`src/rtl/tcp_tx_scheduler.sv`:
```
// rtl/tcp_tx_scheduler.sv - round-robin framing scheduler of N_SRC sources onto the SiTCP TX byte stream
// Each frame is a 4-byte header (sync, id, len hi, len lo) followed by len payload bytes.
module tcp_tx_scheduler #(
  parameter int         N_SRC     = 4,
  parameter logic [7:0] SYNC_BYTE = 8'hA5
) (
  input  logic                 CLK,
  input  logic                 RST,
  input  logic                 TCP_OPEN_ACK,
  input  logic                 FIFO_FULL,
  input  logic [N_SRC-1:0]     SRC_REQ,
  input  logic [16*N_SRC-1:0]  SRC_LEN,
  input  logic [8*N_SRC-1:0]   SRC_DATA,
  output logic [N_SRC-1:0]     SRC_RD,
  output logic [N_SRC-1:0]     SRC_DONE,
  output logic [N_SRC-1:0]     SRC_ABORT,
  output logic [7:0]           TX_DATA,
  output logic                 TX_EN,
  output logic                 BUSY,
  output logic [2:0]           GRANT_ID,
  output logic [15:0]          FRAME_CNT
);

  typedef enum logic [1:0] {IDLE, HDR, DATA, DONE} state_t;

  state_t      state;
  logic [2:0]  ptr;
  logic [1:0]  hdr_idx;
  logic [15:0] len;
  logic [15:0] byte_cnt;

  logic             found;
  logic [2:0]       pick;
  logic [15:0]      pick_len;
  logic [N_SRC-1:0] grant_oh;
  logic [7:0]       cur_data;
  logic [7:0]       hdr_byte;
  logic             rd_en;

  // First requester strictly after the last winner, wrapping modulo N_SRC.
  always_comb begin
    found = 1'b0;
    pick  = ptr;
    for (int i = 1; i <= N_SRC; i++) begin
      for (int j = 0; j < N_SRC; j++) begin
        if (!found && SRC_REQ[j] && (j == (int'(ptr) + i) % N_SRC)) begin
          found = 1'b1;
          pick  = 3'(j);
        end
      end
    end
  end

  always_comb begin
    pick_len = '0;
    cur_data = '0;
    grant_oh = '0;
    for (int j = 0; j < N_SRC; j++) begin
      if (pick == 3'(j))
        pick_len = SRC_LEN[16*j +: 16];
      if (GRANT_ID == 3'(j)) begin
        cur_data    = SRC_DATA[8*j +: 8];
        grant_oh[j] = 1'b1;
      end
    end
  end

  always_comb begin
    hdr_byte = len[7:0];
    case (hdr_idx)
      2'd0:    hdr_byte = SYNC_BYTE;
      2'd1:    hdr_byte = {5'b0, GRANT_ID};
      2'd2:    hdr_byte = len[15:8];
      default: hdr_byte = len[7:0];
    endcase
  end

  assign rd_en  = (state == DATA) && !FIFO_FULL && TCP_OPEN_ACK;
  assign SRC_RD = rd_en ? grant_oh : '0;

  always_ff @(posedge CLK) begin
    if (RST) begin
      state     <= IDLE;
      ptr       <= 3'(N_SRC - 1);
      hdr_idx   <= '0;
      len       <= '0;
      byte_cnt  <= '0;
      SRC_DONE  <= '0;
      SRC_ABORT <= '0;
      TX_DATA   <= '0;
      TX_EN     <= 1'b0;
      BUSY      <= 1'b0;
      GRANT_ID  <= '0;
      FRAME_CNT <= '0;
    end else begin
      TX_EN     <= 1'b0;
      SRC_DONE  <= '0;
      SRC_ABORT <= '0;
      case (state)
        IDLE: begin
          if (TCP_OPEN_ACK && found) begin
            GRANT_ID <= pick;
            ptr      <= pick;
            len      <= pick_len;
            BUSY     <= 1'b1;
            hdr_idx  <= '0;
            state    <= HDR;
          end
        end
        HDR: begin
          if (!TCP_OPEN_ACK) begin
            SRC_ABORT <= grant_oh;
            BUSY      <= 1'b0;
            state     <= IDLE;
          end else if (!FIFO_FULL) begin
            TX_DATA <= hdr_byte;
            TX_EN   <= 1'b1;
            hdr_idx <= hdr_idx + 2'd1;
            if (hdr_idx == 2'd3) begin
              byte_cnt <= '0;
              state    <= (len == 16'd0) ? DONE : DATA;
            end
          end
        end
        DATA: begin
          if (!TCP_OPEN_ACK) begin
            SRC_ABORT <= grant_oh;
            BUSY      <= 1'b0;
            state     <= IDLE;
          end else if (rd_en) begin
            TX_DATA  <= cur_data;
            TX_EN    <= 1'b1;
            byte_cnt <= byte_cnt + 16'd1;
            if (byte_cnt == len - 16'd1)
              state <= DONE;
          end
        end
        DONE: begin
          SRC_DONE  <= grant_oh;
          FRAME_CNT <= FRAME_CNT + 16'd1;
          BUSY      <= 1'b0;
          state     <= IDLE;
        end
        default: state <= IDLE;
      endcase
    end
  end

endmodule

```
`config.mk`:
```
export PLATFORM = sky130hd
export DESIGN_NAME = tcp_tx_scheduler
export DESIGN_NICKNAME = d
export VERILOG_FILES = /design/src/rtl/tcp_tx_scheduler.sv
export SDC_FILE = /design/constraint.sdc
export NUM_CORES = 1
export LEC_CHECK = 0
export ABC_AREA = 0
export CORE_UTILIZATION = 43
export DETAILED_ROUTE_END_ITERATION = 10
export MAX_ROUTING_LAYER = met4
export PLACE_DENSITY = 0.84
export SLEW_MARGIN = 15
export SYNTH_ARGS = -nofsm -noshare
export SYNTH_HDL_FRONTEND = slang
export SYNTH_SLANG_ARGS = --single-unit
```
`constraint.sdc`:
```
create_clock -name CLK -period 2.54 [get_ports CLK]
set_input_delay 0.508 -clock CLK [delete_from_list [all_inputs] [get_ports CLK]]
set_output_delay 0.508 -clock CLK [all_outputs]
set_load 0.02 [all_outputs]
```
# [After elaboration in Yosys (flattened, before gate mapping)]
# Cells that the tools add are included.
# W data, S select, Z words.
[totals] register_bits=76 input_bits=104 out_inout_bits=41
[op_classes] addsub=8 n_eq_ne=36 mux=78 bitwise=6 reduce_logical=74
[ops] operator="$mux W16" n=9
[ops] operator="$logic_not A32 Y1" n=4
[ops] operator="$mux W8" n=8
[ops] operator="$mux W3" n=16
[ops] operator="$logic_and A1 B1 Y1" n=34
[ops] operator="$add A16 B1 Y16 const B" n=2
[ops] operator="$pmux W16 S2" n=1
[ops] operator="$mux W1" n=27
[ops] operator="$eq A3 B3 Y1 const A" n=8
[ops] operator="$pmux W8 S3" n=1
[ops] operator="$mux W2" n=10
[ops] operator="$eq A16 B16 Y1" n=1
[ops] operator="$logic_not A1 Y1" n=16
[ops] operator="$logic_not A16 Y1" n=1
[ops] operator="$pmux W8 S2" n=1
[ops] operator="$sub A16 B1 Y16 const B" n=1
[ops] operator="$ne A2 B2 Y1 const B" n=7
[ops] operator="$eq A2 B3 Y1 const A" n=4
[ops] operator="$eq A3 B2 Y1 const B" n=4
[ops] operator="$reduce_or A2 Y1" n=6
[ops] operator="$reduce_and A5 Y1" n=2
[ops] operator="$ne A3 B3 Y1 const B" n=3
[ops] operator="$eq A2 B2 Y1 const B" n=4
[ops] operator="$pmux W2 S4" n=1
[ops] operator="18 further kinds" n=31

# [Longest topological paths before layout]
# Gate-level depths: netlist of the first run.
[logic_depth] depth_word=71 ltp_mapped=9 mapped_depth_nobuf=8

# [Least setup slack after synthesis of the first run]
# Ideal clock, no wire load.
[synth_timing] kind="register to register" start="register hdr_idx[0]" end="register state[0]" arrival_time_ns=2.389 required_time_ns=2.419 path_slack_ns=0.030 stages_incl_launch_ff=9 n_path_buf=1 path_cell_list="dfxtp_1 ha_1 clkbuf_1 nor2b_1 or4_1 or4_1 nor3_2 a41oi_2 mux2_4"
[synth_between] elab_chain_len=3
[synth_rtl] element="start, declared" line_no="28" text="logic [1:0] hdr_idx;"
[synth_rtl] element="start signal, assigned" line_no="118" text="hdr_idx <= hdr_idx + 2'd1;"
[synth_rtl] element="$eq A2 B2 Y1" line_no="119" text="if (hdr_idx == 2'd3) begin"
[synth_rtl] element="$ne A3 B3 Y1 (no source line)"
[synth_rtl] element="$reduce_and A5 Y1 (no source line)"
[synth_rtl] element="end signal, assigned" line_no="121" text="state <= (len == 16'd0) ? DONE : DATA;"
[synth_rtl] element="end, declared" line_no="26" text="state_t state;"
# Every way passes these cells.
# A chain may end at the register's enable or synchronous reset.

# [Final worst setup path of the first run]
[layout_timing] start="register len[0]" end="register state[0]"
[layout_between] elab_chain_len=6 elab_cells_between_ends=10 classes_between="add/sub (1); eq/ne (2); mux (5); reduce/logical (2)"
[layout_rtl] element="start, declared" line_no="29" text="logic [15:0] len;"
[layout_rtl] element="start signal, assigned" line_no="104" text="len <= pick_len;"
[layout_rtl] element="branches (longest 6 deep; another with $sub A16 B1 Y16)"
# Parallel ways; which one is timed is not known. The select of a mux whose other input is x is not followed.

==> results.md, run 1 <==
- Mean Syn Cell Area: 8.10 um2
- Post-synthesis cell area: 4720 um2
- Worst setup path category: reg -> reg
- Worst-Margin Slew: 0.820 ns
- Clock network power share: 22.7%
- Worst-path maximum fanout: 4
- Minimum clock period: 2.49 ns
- Core Util, Final: 64.4%
- Final Wtd Congestion: 0.987
- Final nets: 852
- Period utilization: 98.2%
- Reg-to-Reg Start: len[0]
- Top-area cell type share of the netlist area: 31.8%
- Num CTS Buffers: 9
- First drt pass iteration count: 5
- Core ar.: 10500 um2
- Combinational Power Share: 41.0%
- Post-synthesis sequential area ratio: 31.8%
- Clock Latency Late Sink: 0.36 ns
- Vias in the first global route: 5006
- Routed length per placed instance: 16.6 um
- Ys flop type: dfxtp_1
- Net Sw Frac: 37.0%
- Seq pwr share: 36.3%
- Post-CTS Setup Repair Bufs: 0
- I/O Pins: 145
- CTS root buf: clkbuf_8
- Antenna violations before repair: 0
- Maximum number of pins on one net before global-route repair: 32
- Rel. slew slack: 44.9%
- Via Count: 5068
- Max Buffers Root-to-Sink: 2
- Fmax: 0.401 GHz
- Post-CTS Hold Buffers: 0
- Crit path arrival time: 2.74 ns
- Syn_nets: 699
- Die Ht: 107 um
- Total wire length: 14600 um
- Die Wd: 107 um
- Async SR Flop Fraction: 0%
- Max_cap viols: 0
- Cell taking the most area after synthesis: dfxtp_1
- Total chip power: 3.86 mW
- Commonest non-fill, non-tap cells in the layout: 139 x clkdlybuf4s50_1, 74 x dfxtp_1, 74 x nor2_1
- Final antenna-violating net count: 0
- Initial DRC count: 341
- Cell Int Power: 2.43 mW
- Leakage: 2.52 nW
- VDD IR max: 0.325 mV
- CTS tree: yes
- Startpoint types: flop
- Worst Setup End Kind: flop
- CTS sink cnt: 75
- TNS Setup: 0 ns
- Port Buffers: 144
- Power Density: 573 nW/um2
- Status: finished clean
- End of the critical path: state[0]
- Reg2reg end: state[0]
- Final Hold Vio Count: 0
- Rows: 37
- P_sw: 1.43 mW
- First-pass GRT wire length: 23600 um
- Flop-to-flop setup slack: 0.05 ns
- Worst-path clk slew: 0.08 ns
- R2R depth: 6
- Synth Register Bits: 75
- Layout cells sized above 1: 12.6%
- Hpwl dp: 11200 um
- Worst min-delay path category: reg -> reg
- Vias per cell: 5.78
- Gr usage total: 26.7%
- Residual DRC: 0
- Starting Density: 45.1%
- Worst setup path startpoint: len[0]
- Post-synth EDFFs: 0
- Commonest non-fill, non-tap cell in the layout: clkdlybuf4s50_1
- Yosys cell types: 66
- Skew final: 0.00946 ns
- CTS H-tree lvls: 3
- Max Slew Vio Count: 0
- Worst EP required: 2.79 ns
- Ranking of synthesized cells by area: dfxtp_1 32%, nor2_1 5.9%, a21oi_1 5.5%, xnor2_1 4.3%, xor2_1 4.1%
- Total grt overflow: 0
- Final setup viols: 0
- Post-Syn Instances: 583
- Area delta synth->final: 42.6%
- YS warnings: 0
- Diode count: 0
- Die area: 11400 um2
cell usage after synthesis, types with 3 or more instances:
cell      number
dfxtp_1       75
nor2_1        74
a21oi_1       52
clkbuf_1      41
nand2_1       37
o21ai_0       24
xnor2_1       23
xor2_1        22
nand4_1       19
a211oi_1      17
and3_1        16
nor3_1        15
ha_1          12
nand3_1       12
o31ai_1       11
inv_1         10
nand2b_1       9
mux4_2         8
nor2b_1        8
o31a_1         7
or3_1          7
mux2_2         5
mux2i_1        5
o221ai_1       5
and4_1         4
nor3b_1        4
nor4_1         4
o211ai_1       4
or4_1          4
a21o_1         3
a31oi_1        3
and2_1         3
o21ai_1        3
power by group through the flow:
| stage | registers (mW) | clock network, mW | logic [mW] |
|---|---|---|---|
| after floorplan | 1.39 | 0 | 0.924 |
| after global placement | 1.41 | 0 | 1.45 |
| after detailed placement | 1.41 | 0 | 1.49 |
| after CTS | 1.39 | 0.881 | 1.51 |
| after global routing | 1.41 | 0.940 | 1.71 |
| final | 1.40 | 0.876 | 1.58 |
what timing repair did:
action / in CTS / in global routing
pin swaps: 2 / 1
setup endpoints to repair: 6 / 2
resized for setup: 6 / 10
flip-flops by register name, summed over array words and instances (netlist names):
name	cells
byte_cnt	16
state	2
ptr	2
SRC_ABORT	4
TX_EN	1
SRC_DONE	4
hdr_idx	2
BUSY	1
FRAME_CNT	16
len	16
GRANT_ID	3
TX_DATA	8
worst min path at each step:
stage	from	to	slack [ns]	cells past startpoint
2_1_floorplan	len[0]	len[0]	0.48	2
3_3_place_gp	len[0]	len[0]	0.48	2
3_5_place_dp	TX_DATA[5]	TX_DATA[5]	0.49	2
4_1_cts	len[0]	len[0]	0.49	2
5_1_grt	TX_DATA[5]	TX_DATA[5]	0.51	2
6_report	len[0]	len[0]	0.50	2
worst max-delay path, cell delays in order, from the launching register on:
cell     delay [ns]
dfxtp_2        0.35
or4_4          0.56
o21a_1         0.20
or4b_1         0.56
a31oi_4        0.23
a41oi_2        0.17
mux2_4         0.32
metrics by stage:
stage	hold WS (ns)	instance area, um2	setup WS, ns	instances
final	0.499	6730	0.0457	877
after global routing	0.511	6730	-0.00491	877
after CTS	0.489	6680	0.0122	877
after detailed placement	0.485	6500	-0.262	861
after global placement	0.477	6500	-0.193	861
after floorplan	0.483	4720	0.0298	583
final cells by class:
cell class,count,area [um2]
clock buffer,9,124
clock inverter,7,60.1
fill,855,3730
inverter,10,37.5
multi-input combinational,452,3050
sequential,75,1500
tap,136,170
timing repair buffer,188,1790
logic make-up after synthesis:
family,after synthesis,share of synthesized area (%)
xor gates and xnor gates,46,8.83
muxes,19,6.39
DFF,75,31.8
buffers and inverters,56,4.72
and+or+nand+nor,230,25.2
AOI/OAI and AO/OA,145,19.9
adders and majority gates,12,3.18
layer usage:
metal / routed length (um) / global-route usage [%] / vias to the layer above
met3: 871 / 4.01 / 28
met2: 7330 / 45.9 / 225
li1: - / - / 2412
met5: 0 / - / -
met1: 6010 / 30.9 / 2403
met4: 390 / 11.6 / 0
Note: power is estimated with default switching activity, not from simulation.
==> run 2: changes to the inputs <==
--- a/config.mk
+++ b/config.mk
@@ -6,9 +6,11 @@
 export NUM_CORES = 1
 export LEC_CHECK = 0
 export ABC_AREA = 0
-export CORE_UTILIZATION = 43
+export CAP_MARGIN = 40
+export CELL_PAD_IN_SITES_DETAIL_PLACEMENT = 1
+export CELL_PAD_IN_SITES_GLOBAL_PLACEMENT = 1
+export CORE_UTILIZATION = 31
 export DETAILED_ROUTE_END_ITERATION = 10
-export MAX_ROUTING_LAYER = met4
 export PLACE_DENSITY = 0.84
 export SLEW_MARGIN = 15
 export SYNTH_ARGS = -nofsm -noshare
==> run 2 against run 1 <==
  * First-iteration DRC count shrank 19%
  * Sequential power about the same
  * Register-to-register slack gained 0.02 ns
  * Flip-flop and latch count did not move
  * Largest power group unchanged
  * Largest cell class unchanged
  * Non-clock buffer count grew 6
==> results.md, run 2 (same netlist as run 1, synthesis figures left out) <==
- Status: finished clean
- Vias per cell: 5.48 (-5.2%)
- Max Buffers Root-to-Sink: 2 (unchanged)
- Worst Hold End: TX_DATA[7]
- Final nets: 858 (+0.70%)
- Clock Latency Late Sink: 0.35 ns (about the same)
- I/O Pins: 145 (unchanged)
- Total grt overflow: 0 (unchanged)
- Final Hold Vio Count: 0 (unchanged)
- Worst EP required: 2.78 ns (about the same)
- Largest registers: FRAME_CNT (16), byte_cnt (16), len (16)
- Starting Density: 32.1% (-13 points)
- Met3 usage: 3.72% (-0.29 points)
- Core ar.: 14700 um2 (+40%)
- Startpoint types: flop
- Via Count: 5098 (+0.59%)
- Reg-to-Reg Start: len[0]
- CTS tree: yes
- Rel. slew slack: 39.0% (-5.9 points)
- Worst Setup End Kind: flop
- Max_cap viols: 0 (unchanged)
- Hold Path Depth: 2 (unchanged)
- Rows: 44 (+19%)
- Antenna violations before repair: 0 (unchanged)
- Worst-Margin Slew: 0.908 ns (+0.0878 ns)
- Hold Path Origin: TX_DATA[7]
- Num CTS Buffers: 9 (unchanged)
- Die area: 15700 um2 (+38%)
- Maximum number of pins on one net before global-route repair: 36 (+13%)
- Busiest grt layer: met2
- CTS sink cnt: 75 (unchanged)
- Layout cells sized above 1: 14.5% (+1.9 points)
- Initial DRC count: 275 (-19%)
- Final setup viols: 0 (unchanged)
- Post-CTS Hold Buffers: 0 (unchanged)
- Worst Setup Slack, final: 0.0632 ns (+0.0175 ns)
- Port Buffers: 144 (unchanged)
- R2R depth: 6 (unchanged)
- Worst setup path category: reg -> reg
- TNS Setup: 0 ns (unchanged)
- Power Density: 615 nW/um2 (+7.4%)
- GR met2 Demand/Resource: 41.7% (-4.2 points)
- Diode count: 0 (unchanged)
- Worst hold slack: 0.505 ns (+0.00577 ns)
- Gr usage total: 22.7% (-4.0 points)
- Die Wd: 125 um (+17%)
- Fillers: 1730 (+100%)
- Crit path arrival time: 2.71 ns (-0.03 ns)
- Minimum clock period: 2.48 ns (-0.0175 ns)
- GR Layer Usage met1: 25.1% (-5.8 points)
- Fmax: 0.404 GHz (+0.71%)
- Period utilization: 97.5% (-0.69 points)
- Post-Place Setup Slack: -0.275 ns (-0.0122 ns)
- Residual DRC: 0 (unchanged)
- First-pass GRT wire length: 28000 um (+19%)
- CTS root buf: clkbuf_16
- Flop-to-flop setup slack: 0.06 ns (+0.02 ns)
- Max Slew Vio Count: 0 (unchanged)
- Reg2reg end: state[0]
- RSZ-0062 raised after global routing: yes
- Commonest non-fill, non-tap cells in the layout: 138 x clkdlybuf4s50_1, 74 x nor2_1, 70 x dfxtp_1
- Commonest non-fill, non-tap cell in the layout: clkdlybuf4s50_1
- Hpwl dp: 13600 um (+21%)
- Worst-path maximum fanout: 5 (+1)
- Worst min-delay path category: reg -> reg
- Die Ht: 125 um (+17%)
- Final antenna-violating net count: 0 (unchanged)
- Total chip power: 4.29 mW (+11%)
- VDD IR max: 0.381 mV (+17%)
- First drt pass iteration count: 7 (+2)
- Routed length per placed instance: 18.8 um (+13%)
- Vias in the first global route: 5552 (+11%)
- Total wire length: 17500 um (+20%)
- Area delta synth->final: 47.6%
- CTS H-tree lvls: 3 (unchanged)
- Final Wtd Congestion: 0.901 (-8.7%)
- Worst-path clk slew: 0.06 ns (-0.02 ns)
- Skew final: 0.00750 ns (-0.00196 ns)
- Leakage: 2.63 nW (+4.3%)
run 2: worst max-delay path, stage by stage, from the launching register on:
cell     delay, ns
dfxtp_2       0.33
or4_4         0.56
o21a_1        0.21
or4b_4        0.52
a31oi_2       0.22
a41oi_2       0.19
mux2_4        0.33
run 2: how the worst max path moves through the flow:
stage / start / to / slack [ns] / cells past startpoint
floorplan: hdr_idx[0] / state[0] / 0.03 / 8
finish: len[0] / state[0] / 0.06 / 6
CTS: len[1] / state[0] / 0.0007 / 8
global placement: TCP_OPEN_ACK / SRC_RD[0] / -0.19 / 5
global route: len[0] / state[0] / 0.003 / 6
detailed placement: FIFO_FULL / state[0] / -0.27 / 6
run 2: what timing repair did:
item	in CTS	in global routing
resized for setup	6	21
setup endpoints to repair	6	2
pin swaps	2	4
buffers inserted	0	1
run 2: area by class of cell:
| class | instances | area, um2 | share of cell area (%) |
|---|---|---|---|
| Clock buffer | 10 | 239 | 3.43 |
| Clock inverter | 6 | 48.8 | 0.700 |
| Inverter | 10 | 37.5 | 0.539 |
| Multi-Input combinational cell | 452 | 3070 | 44.1 |
| Sequential cell | 75 | 1510 | 21.6 |
| Tap cell | 184 | 230 | 3.30 |
| Timing Repair Buffer | 194 | 1830 | 26.3 |
run 2: per-stage QoR:
step,util (%),cells,instance area (um2)
floorplan,-,583,4720
global placement,44.9,914,6600
detailed placement,44.9,914,6600
CTS,46.8,930,6880
global route,47.4,931,6970
finish,47.4,931,6970
run 2: power breakdown:
part	internal (mW)	total, mW	leakage (nW)	switching, mW
Sequential	1.27	1.40	0.612	0.134
Clock	0.698	1.23	0.143	0.529
Combinational	0.821	1.66	1.87	0.835
run 2: per-layer routing:
| metal | vias to the layer above | routed length (um) |
|---|---|---|
| met5 | - | 0 |
| met4 | 0 | 457 |
| met3 | 35 | 824 |
| met1 | 2487 | 7110 |
| met2 | 152 | 9080 |
| li1 | 2424 | - |
==> run 3: changes to the inputs <==
--- a/config.mk
+++ b/config.mk
@@ -9,6 +9,7 @@
 export CAP_MARGIN = 40
 export CELL_PAD_IN_SITES_DETAIL_PLACEMENT = 1
 export CELL_PAD_IN_SITES_GLOBAL_PLACEMENT = 1
+export CORE_MARGIN = 5
 export CORE_UTILIZATION = 31
 export DETAILED_ROUTE_END_ITERATION = 10
 export PLACE_DENSITY = 0.84
==> constraint.sdc (replaced) <==
create_clock -name CLK -period 2.54 [get_ports CLK]
set_input_delay 0.508 -clock CLK [delete_from_list [all_inputs] [get_ports CLK]]
set_output_delay 0.508 -clock CLK [all_outputs]
set_load 0.01 [all_outputs]
==> run 3 against run 2 <==
  * Die area is 13% higher
  * Wire length is 2.5% higher
  * First-iteration DRC count is 5.8% higher
  * Count of clock-buffer cells in the layout is 1 lower
  * Register-to-register slack better by 0.02 ns
  * Setup slack better by 0.020 ns
  * Flip-flop and latch count stayed put
==> results.md, run 3 (same netlist as run 1, synthesis figures left out) <==
- Initial DRC count: 291 (+5.8%)
- Hpwl dp: 14000 um (+2.8%)
- Max Slew Vio Count: 0 (unchanged)
- Commonest non-fill, non-tap cell in the layout: clkdlybuf4s50_1
- Worst Hold End: TX_DATA[7]
- I/O Pins: 145 (unchanged)
- Rows: 45 (+2.3%)
- CP delay by family, top: simple AND/OR/NAND/NOR gates
- Seq pwr share: 31.9% (-0.8 points)
- CTS root buf: clkbuf_16
- Worst-Margin Slew: 0.962 ns (+0.0545 ns)
- Max Buffers Root-to-Sink: 2 (unchanged)
- Maximum number of pins on one net before global-route repair: 42 (+17%)
- First-pass GRT wire length: 28800 um (+2.8%)
- Largest registers: FRAME_CNT (16), byte_cnt (16), len (16)
- Num CTS Buffers: 9 (unchanged)
- Worst Setup End Kind: flop
- CTS tree: yes
- Core ar.: 15100 um2 (+2.7%)
- CTS sink cnt: 75 (unchanged)
- Worst-path clk slew: 0.06 ns (about the same)
- Die Wd: 133 um (+6.4%)
- VDD IR max: 0.342 mV (-10%)
- Critical-path cell with the highest stage delay: or4_4
- Residual DRC: 0 (unchanged)
- Final Hold Vio Count: 0 (unchanged)
- Starting Density: 31.3% (-0.83 points)
- Final nets: 859 (+0.12%)
- Hold Path Origin: TX_DATA[7]
- Vias in the first global route: 5601 (+0.88%)
- Rel. slew slack: 35.3% (-3.7 points)
- Flop-to-flop setup slack: 0.08 ns (+0.02 ns)
- Gr usage total: 19.8% (-2.9 points)
- Startpoint types: flop
- Commonest non-fill, non-tap cells in the layout: 139 x clkdlybuf4s50_1, 74 x nor2_1, 73 x dfxtp_1
- Final Wtd Congestion: 0.864 (-4.1%)
- Worst setup path category: reg -> reg
- Worst hold slack: 0.500 ns (-0.00493 ns)
- CP bufs+invs: 0 (unchanged)
- Diode count: 0 (unchanged)
- Worst Setup Slack, final: 0.0830 ns (+0.0198 ns)
- Status: finished clean
- TNS Setup: 0 ns (unchanged)
- Worst EP required: 2.78 ns (about the same)
- Minimum clock period: 2.46 ns (-0.0198 ns)
- Final setup viols: 0 (unchanged)
- Placed insts: 920 (+0.66%)
- Hold Path Depth: 2 (unchanged)
- Die area: 17800 um2 (+13%)
- Reg2reg end: state[0]
- Non-Filler Instances: 935 (+0.43%)
- Via Count: 5072 (-0.51%)
- Crit path arrival time: 2.69 ns (-0.02 ns)
- P_sw: 1.47 mW (-2.1%)
- Post-Place Setup Slack: -0.244 ns (+0.0307 ns)
- Crit-path max cell delay: 0.56 ns (about the same)
- Total grt overflow: 0 (unchanged)
- Leakage: 2.62 nW (-0.18%)
- Clock Latency Late Sink: 0.34 ns (about the same)
- Skew final: 0.00615 ns (-0.00135 ns)
- Worst-path cell chain: or4_4 > o21a_1 > or4b_4 > a31oi_4 > a41oi_2 > mux2_4
- Post-CTS Hold Buffers: 0 (unchanged)
- Antenna violations before repair: 0 (unchanged)
- Period utilization: 96.7% (-0.78 points)
- Net Sw Frac: 33.3% (-1.7 points)
- Max_cap viols: 0 (unchanged)
- First drt pass iteration count: 4 (-3)
- Final antenna-violating net count: 0 (unchanged)
- Reg-to-Reg Start: len[0]
- Port Buffers: 144 (unchanged)
- Cell Int Power: 2.94 mW (+5.5%)
- Combinational Power Share: 36.9% (-1.7 points)
- Power Density: 631 nW/um2 (+2.7%)
- Routed length per placed instance: 19.1 um (+2.1%)
- R2R depth: 6 (unchanged)
- Worst-path maximum fanout: 5 (unchanged)
- RSZ-0062 raised after global routing: no
- CTS H-tree lvls: 3 (unchanged)
- Layout cells sized above 1: 13.3% (-1.2 points)
- Area delta synth->final: 47.9%
- Fmax: 0.407 GHz (+0.81%)
- Clock network power share: 31.2% (+2.6 points)
- Die Ht: 133 um (+6.4%)
- Vias per cell: 5.42 (-0.94%)
- Total wire length: 17900 um (+2.5%)
- Worst min-delay path category: reg -> reg
- Core Util, Final: 46.3% (-1.1 points)
==> run 3: worst max-delay path by stage <==
stage / from / endpoint / cells past startpoint / slack [ns]
after floorplan: hdr_idx[0] / state[0] / 8 / 0.03
after global placement: FIFO_FULL / state[0] / 6 / -0.16
after detailed placement: FIFO_FULL / state[0] / 6 / -0.24
after CTS: len[0] / state[0] / 8 / 0.01
after global routing: state[1] / state[0] / 8 / 0.004
final: len[0] / state[0] / 6 / 0.08
==> run 3: what timing repair did <==
action	in CTS	in global routing
cloned	0	0
buffers inserted	0	0
setup endpoints to repair	6	2
pin swaps	2	2
resized for setup	8	9
==> run 3: metal layers <==
layer	wire [um]	vias up	part of all wire (%)	GRT usage, %
met5	0	-	0	0
li1	-	2432	-	-
met3	993	34	5.5	4.91
met2	9090	136	51	35.9
met1	7400	2470	41	22.7
met4	421	0	2.4	6.57
==> run 3: through the flow <==
step           power [mW]  area [um2]
6_report             4.41        6980
5_1_grt              4.61        6980
4_1_cts              4.39        6950
3_5_place_dp         2.97        6620
3_3_place_gp         2.89        6620
2_1_floorplan        2.29        4720
==> run 3: layout make-up <==
type	instances	area (um2)
timing repair buffer	195	1840
multi-input combinational	452	3050
fill	1786	8110
tap	188	235
sequential	75	1510
inverter	10	37.5
clock buffer	9	225
clock inverter	6	90.1
==> run 3: power by group through the flow <==
stage,clock [mW],combinational (mW),sequential (mW)
floorplan,0,0.924,1.37
global placement,0,1.47,1.42
detailed placement,0,1.54,1.42
CTS,1.39,1.59,1.40
global route,1.44,1.76,1.42
finish,1.38,1.63,1.41
==> run 3: worst register-to-register path: cells and delay by family, from the launching register on <==
family           cells  cell delay [ns]
flip-flops           1             0.36
multiplexers         1             0.32
AND/OR/NAND/NOR      2             1.10
AO/OA/AOI/OAI        3             0.58
